[config.mk]
export PLATFORM = sky130hd
export DESIGN_NAME = tone_generator_accum_flat
export DESIGN_NICKNAME = d
export VERILOG_FILES = /design/src/rtl/tone_generator_accum_if.sv /design/src/rtl/tone_generator_accum.sv /design/src/flat_wrapper.sv
export SDC_FILE = /design/constraint.sdc
export NUM_CORES = 1
export LEC_CHECK = 0
export ABC_CLOCK_PERIOD_IN_PS = 2550
export CAP_MARGIN = 10
export CORE_MARGIN = 5
export CORE_UTILIZATION = 49
export CTS_CLUSTER_DIAMETER = 120
export DETAILED_ROUTE_END_ITERATION = 10
export GPL_ROUTABILITY_DRIVEN = 0
export GPL_TIMING_DRIVEN = 0
export HOLD_SLACK_MARGIN = 0.1
export PLACE_DENSITY = 0.93
export REMOVE_ABC_BUFFERS = 1
export SLEW_MARGIN = 10
export SYNTH_ARGS = -nofsm -noshare
export SYNTH_HDL_FRONTEND = slang
export SYNTH_SLANG_ARGS = --single-unit
[constraint.sdc]
create_clock -name clk -period 2.55 [get_ports clk]
set_clock_uncertainty 0.05 [all_clocks]
set_input_delay 0.255 -clock clk [delete_from_list [all_inputs] [get_ports clk]]
set_output_delay 0.255 -clock clk [all_outputs]
set_load 0.02 [all_outputs]
[src/rtl/tone_generator_accum_if.sv]
// Control and status bundle for one voice's phase accumulator.
// The master drives the per-voice controls; the slave is the accumulator itself.
interface tone_generator_accum_if #(
  parameter int FREQ_WIDTH = 16,
  parameter int ACC_WIDTH  = 24
);
  logic                  en;
  logic [FREQ_WIDTH-1:0] freq;
  logic [11:0]           pw;
  logic                  test;
  logic                  sync_in;
  logic [ACC_WIDTH-1:0]  acc_out;
  logic                  noise_tick;
  logic                  noise_rst;
  logic                  sync_out;
  logic                  pulse_out;

  modport master (
    output en, freq, pw, test, sync_in,
    input  acc_out, noise_tick, noise_rst, sync_out, pulse_out
  );

  modport slave (
    input  en, freq, pw, test, sync_in,
    output acc_out, noise_tick, noise_rst, sync_out, pulse_out
  );
endinterface

[src/rtl/tone_generator_accum.sv]
// Per-voice phase accumulator with noise-clock, hard-sync and pulse-compare outputs.
// Define TONE_ACCUM_SYNC_EN to let sync_in reset the phase; otherwise sync_in is ignored.
module tone_generator_accum #(
  parameter int FREQ_WIDTH = 16,
  parameter int ACC_WIDTH  = 24,
  parameter int NOISE_BIT  = 19
) (
  input logic                   clk,
  input logic                   rst,
  tone_generator_accum_if.slave bus
);
  localparam int MSB = ACC_WIDTH - 1;

  logic [ACC_WIDTH-1:0] acc_q, acc_d, sum;
  logic                 noise_tick_q, noise_tick_d;
  logic                 sync_out_q, sync_out_d;
  logic                 noise_rst_q;
  logic                 pulse_q, pulse_d;
  logic                 sync_hit;

`ifdef TONE_ACCUM_SYNC_EN
  assign sync_hit = bus.sync_in;
`else
  logic unused_sync_in;
  assign unused_sync_in = bus.sync_in;
  assign sync_hit       = 1'b0;
`endif

  // Modular add: overflow simply wraps, which is what keeps the phase periodic.
  assign sum = acc_q + ACC_WIDTH'(bus.freq);

  always_comb begin
    // NOTE: every output of this block gets a default first so no path leaves
    // a value unassigned, which would otherwise infer a latch.
    acc_d        = acc_q;
    noise_tick_d = 1'b0;
    sync_out_d   = 1'b0;
    if (bus.test) begin
      acc_d = '0;
    end else if (bus.en) begin
      if (sync_hit) begin
        acc_d = '0;
      end else begin
        acc_d        = sum;
        noise_tick_d = ~acc_q[NOISE_BIT] & sum[NOISE_BIT];
        sync_out_d   = ~acc_q[MSB] & sum[MSB];
      end
    end
  end

  // Compares the phase as it stood before this edge, so pulse_out trails acc_out by one cycle.
  assign pulse_d = bus.test | (acc_q[MSB -: 12] >= bus.pw);

  always_ff @(posedge clk) begin
    // NOTE: state registers use non-blocking assignments so every register
    // samples the pre-edge values, independent of statement order.
    if (!rst) begin
      acc_q        <= '0;
      noise_tick_q <= 1'b0;
      sync_out_q   <= 1'b0;
      noise_rst_q  <= 1'b0;
      pulse_q      <= 1'b0;
    end else begin
      acc_q        <= acc_d;
      noise_tick_q <= noise_tick_d;
      sync_out_q   <= sync_out_d;
      noise_rst_q  <= bus.test;
      pulse_q      <= pulse_d;
    end
  end

  assign bus.acc_out    = acc_q;
  assign bus.noise_tick = noise_tick_q;
  assign bus.sync_out   = sync_out_q;
  assign bus.noise_rst  = noise_rst_q;
  assign bus.pulse_out  = pulse_q;
endmodule

[src/flat_wrapper.sv]
// flat-port wrapper written by rule: the top's interface ports become plain ports
module tone_generator_accum_flat 
#(
  parameter int FREQ_WIDTH = 16,
  parameter int ACC_WIDTH  = 24,
  parameter int NOISE_BIT  = 19
)
  (clk, rst, bus_en, bus_freq, bus_pw, bus_test, bus_sync_in, bus_acc_out, bus_noise_tick, bus_noise_rst, bus_sync_out, bus_pulse_out);
  tone_generator_accum_if #(.FREQ_WIDTH(FREQ_WIDTH), .ACC_WIDTH(ACC_WIDTH)) bus_i ();
  input logic clk;
  input logic rst;
  input wire logic [$bits(bus_i.en)-1:0] bus_en;
  input wire logic [$bits(bus_i.freq)-1:0] bus_freq;
  input wire logic [$bits(bus_i.pw)-1:0] bus_pw;
  input wire logic [$bits(bus_i.test)-1:0] bus_test;
  input wire logic [$bits(bus_i.sync_in)-1:0] bus_sync_in;
  output wire logic [$bits(bus_i.acc_out)-1:0] bus_acc_out;
  output wire logic [$bits(bus_i.noise_tick)-1:0] bus_noise_tick;
  output wire logic [$bits(bus_i.noise_rst)-1:0] bus_noise_rst;
  output wire logic [$bits(bus_i.sync_out)-1:0] bus_sync_out;
  output wire logic [$bits(bus_i.pulse_out)-1:0] bus_pulse_out;
  assign bus_i.en = bus_en;
  assign bus_i.freq = bus_freq;
  assign bus_i.pw = bus_pw;
  assign bus_i.test = bus_test;
  assign bus_i.sync_in = bus_sync_in;
  assign bus_acc_out = bus_i.acc_out;
  assign bus_noise_tick = bus_i.noise_tick;
  assign bus_noise_rst = bus_i.noise_rst;
  assign bus_sync_out = bus_i.sync_out;
  assign bus_pulse_out = bus_i.pulse_out;
  tone_generator_accum #(.FREQ_WIDTH(FREQ_WIDTH), .ACC_WIDTH(ACC_WIDTH), .NOISE_BIT(NOISE_BIT)) u_core (.clk(clk), .rst(rst), .bus(bus_i));
endmodule
==> run metrics <==
met3 WL=339 um; simple-gate share of the synthesized area=0.218; global route overflow=0; Syn Inst Count=270; CP max FO=5; kind of critical path=primary input to register; Max Cap Viol=0; Top FF cell, synth=dfxtp_1; synth unique cells=56; HPWL Detailed=4250 um; Max IR drop VDD=around 0.64 mV; period utilisation layout=0.972; antenna viol nets, final=0; Hold-fix buffers, CTS=0; antenna violations before repair=0; final cell count without fillers=between 300 and 400; synth-to-layout area growth=32.7%; Final Critical Period=2.48 ns; Port Buf Inserts=59; LEAKAGE=roughly 1.3 nW; Synth top area share=0.246; most frequent cells in the layout=clkdlybuf4s50_1 (58), dfxtp_1 (28), ha_1 (25); FP Rows=24; clock sinks=28; clk buf depth=2; Die ar.=6110 um2; ys async rst share=0; CTS tree=done; Seq cells post-synth=28; Highest Signal Layer=met4; commonest non-fill, non-tap cell in the layout=clkdlybuf4s50_1; core box area=4440 um2; first-pass GRT wire length=around 9400 um; CTS H-Tree Depth=1; final worst slack=~0.071 ns; vias=~2,200; Yosys warning count=0; final-report setup violation count=0; drt pass-1 iters=4; Nets=a little under 400; Mapped Area=around 2300 um2; Die Span Y=around 78 um; Post-Syn Area per Cell=around 8.4 um2; Final Hold Fails=0; WL/cell=15.3 um; Hold Path Class=register to register; mux contribution to synthesized area=0.0396; First DRT Iteration DRCs=114; status=finished clean; DP Cell Count=about 370; crit end category=register; n_diodes=0; Tot Pwr=1.16 mW; share of cells above drive strength 1=0.105; via/cell ratio=5.93; largest net degree at the start of global routing=39; max-slew violations=0; xor/xnor share of the synthesized area=0.0346; Arr. time, crit path=between 2 and 3 ns; M1 WL=between 2000 and 2500 um; Die W=around 80 um; Slew HR=0.147; pwr dens=384 nW/um2; EDFF count, synth=0; Met2 Routed Length=between 2000 and 3000 um; Compound-Gate Fraction of Synth Area=0.242; Ports=just over 60; residual DRC count=0; Slew @ Worst Pin=1.27 ns; top post-synthesis cells by area=dfxtp_1 (25%), ha_1 (16%), mux2i_1 (4.0%), a21oi_1 (3.7%), nand2_1 (3.5%); total CTS buffers=3; largest family of logic cells by synthesized area=compound AO/OA/AOI/OAI gates; post-place setup slack=-0.383 ns; Data required, critical path=about 2.7 ns; Skew-Pair Late Insertion Delay=about 0.28 ns; CP Launch Type=primary input; clock-pin slew on the worst setup and hold paths=about 0.1 ns; CTS root buffer=clkbuf_8; vias in the first global route=2,203; initial core utilization=0.512; WL final=5760 um; post-synth top area cell=dfxtp_1; post-synthesis adder-cell area fraction=0.174; GRT Overall Usage=0.181; Fmax=403 MHz; register area share after synthesis=0.246
## worst paths after layout
path,startpoint,end,slack (ns),depth (start not counted)
min,u_core.bus.acc_out[7],u_core.bus.acc_out[7],0.45,2
max,bus_freq[10],u_core.bus.acc_out[23],0.07,10
min reg2reg,u_core.bus.acc_out[7],u_core.bus.acc_out[7],0.45,2
max reg2reg,u_core.bus.acc_out[9],u_core.bus.acc_out[23],0.14,9
## report_power, final
group / internal (mW) / switching [mW] / total [mW] / leakage [nW]
combinational: 0.161 / 0.172 / 0.332 / 1.06
sequential: 0.452 / 0.0129 / 0.465 / 0.228
clock: 0.211 / 0.153 / 0.364 / 0.0357
## cell families (layout without fill, tap and decap cells)
logic type	after synthesis	count (layout)
AOI/OAI and AO/OA	74	74
adders and majority gates	31	31
and+or+nand+nor	92	92
DFF	28	28
xor gates and xnor gates	9	9
muxes	9	9
buffers and inverters	27	81
## per-layer routing
metal | track usage | vias up
li1 | - | 1106
met2 | 0.325 | 72
met1 | 0.218 | 1041
met3 | 0.0378 | 10
met5 | 0 | -
met4 | 0.0507 | 0
## critical path: stages
cell	delay, ns
clkdlybuf4s50_1	0.45
ha_2	0.40
nand2_1	0.13
o211ai_1	0.31
a21oi_2	0.14
a21boi_2	0.18
nor2_1	0.08
nor3b_2	0.18
ha_1	0.25
a211oi_2	0.23
## per-stage QoR
stage	setup TNS [ns]	instance area, um2	util	hold WS [ns]
2_1_floorplan	0	2240	-	0.300
3_5_place_dp	-2.03	2900	0.651	0.436
6_report	0	3020	0.679	0.450
3_3_place_gp	-1.50	2900	0.651	0.428
4_1_cts	0	2990	0.673	0.456
5_1_grt	-0.0813	3020	0.679	0.490
## cell usage after synthesis, drive strengths merged (2+ instances only)
cell,count
nor2,19
xor2,4
o211ai,9
o21ai,11
a311o,2
nand2b,3
mux2i,9
and2,3
or2,3
a211o,2
xnor2,5
nand3,10
nand3b,6
nand2,22
a211oi,8
a21o,10
a31oi,3
or3,2
inv,18
and3,4
ha,30
nor3b,5
clkbuf,6
a21oi,19
dfxtp,28
nand4,2
nor3,6
buf,3
nor4b,2
o21a,2
## what timing repair did
item / CTS / global route
setup endpoints to repair: 4 / 3
buffers inserted: 0 / 0
gates resized for setup: 6 / 8
## cell type report
cell class                      instances  area (um2)
Tap cell                               52        65.1
Clock buffer                            3        41.3
Timing Repair Buffer                   59         586
Sequential cell                        28         561
Inverter                               18        67.6
Fill cell                             365        1430
Clock inverter                          1        30.0
Multi-Input combinational cell        215        1670
## registers in the layout, summed over array words and instances (netlist names)
register               count
u_core.bus.pulse_out       1
u_core.bus.noise_tick      1
u_core.bus.acc_out        24
u_core.bus.sync_out        1
u_core.bus.noise_rst       1
No activity file was read; power rests on OpenSTA's default activity.
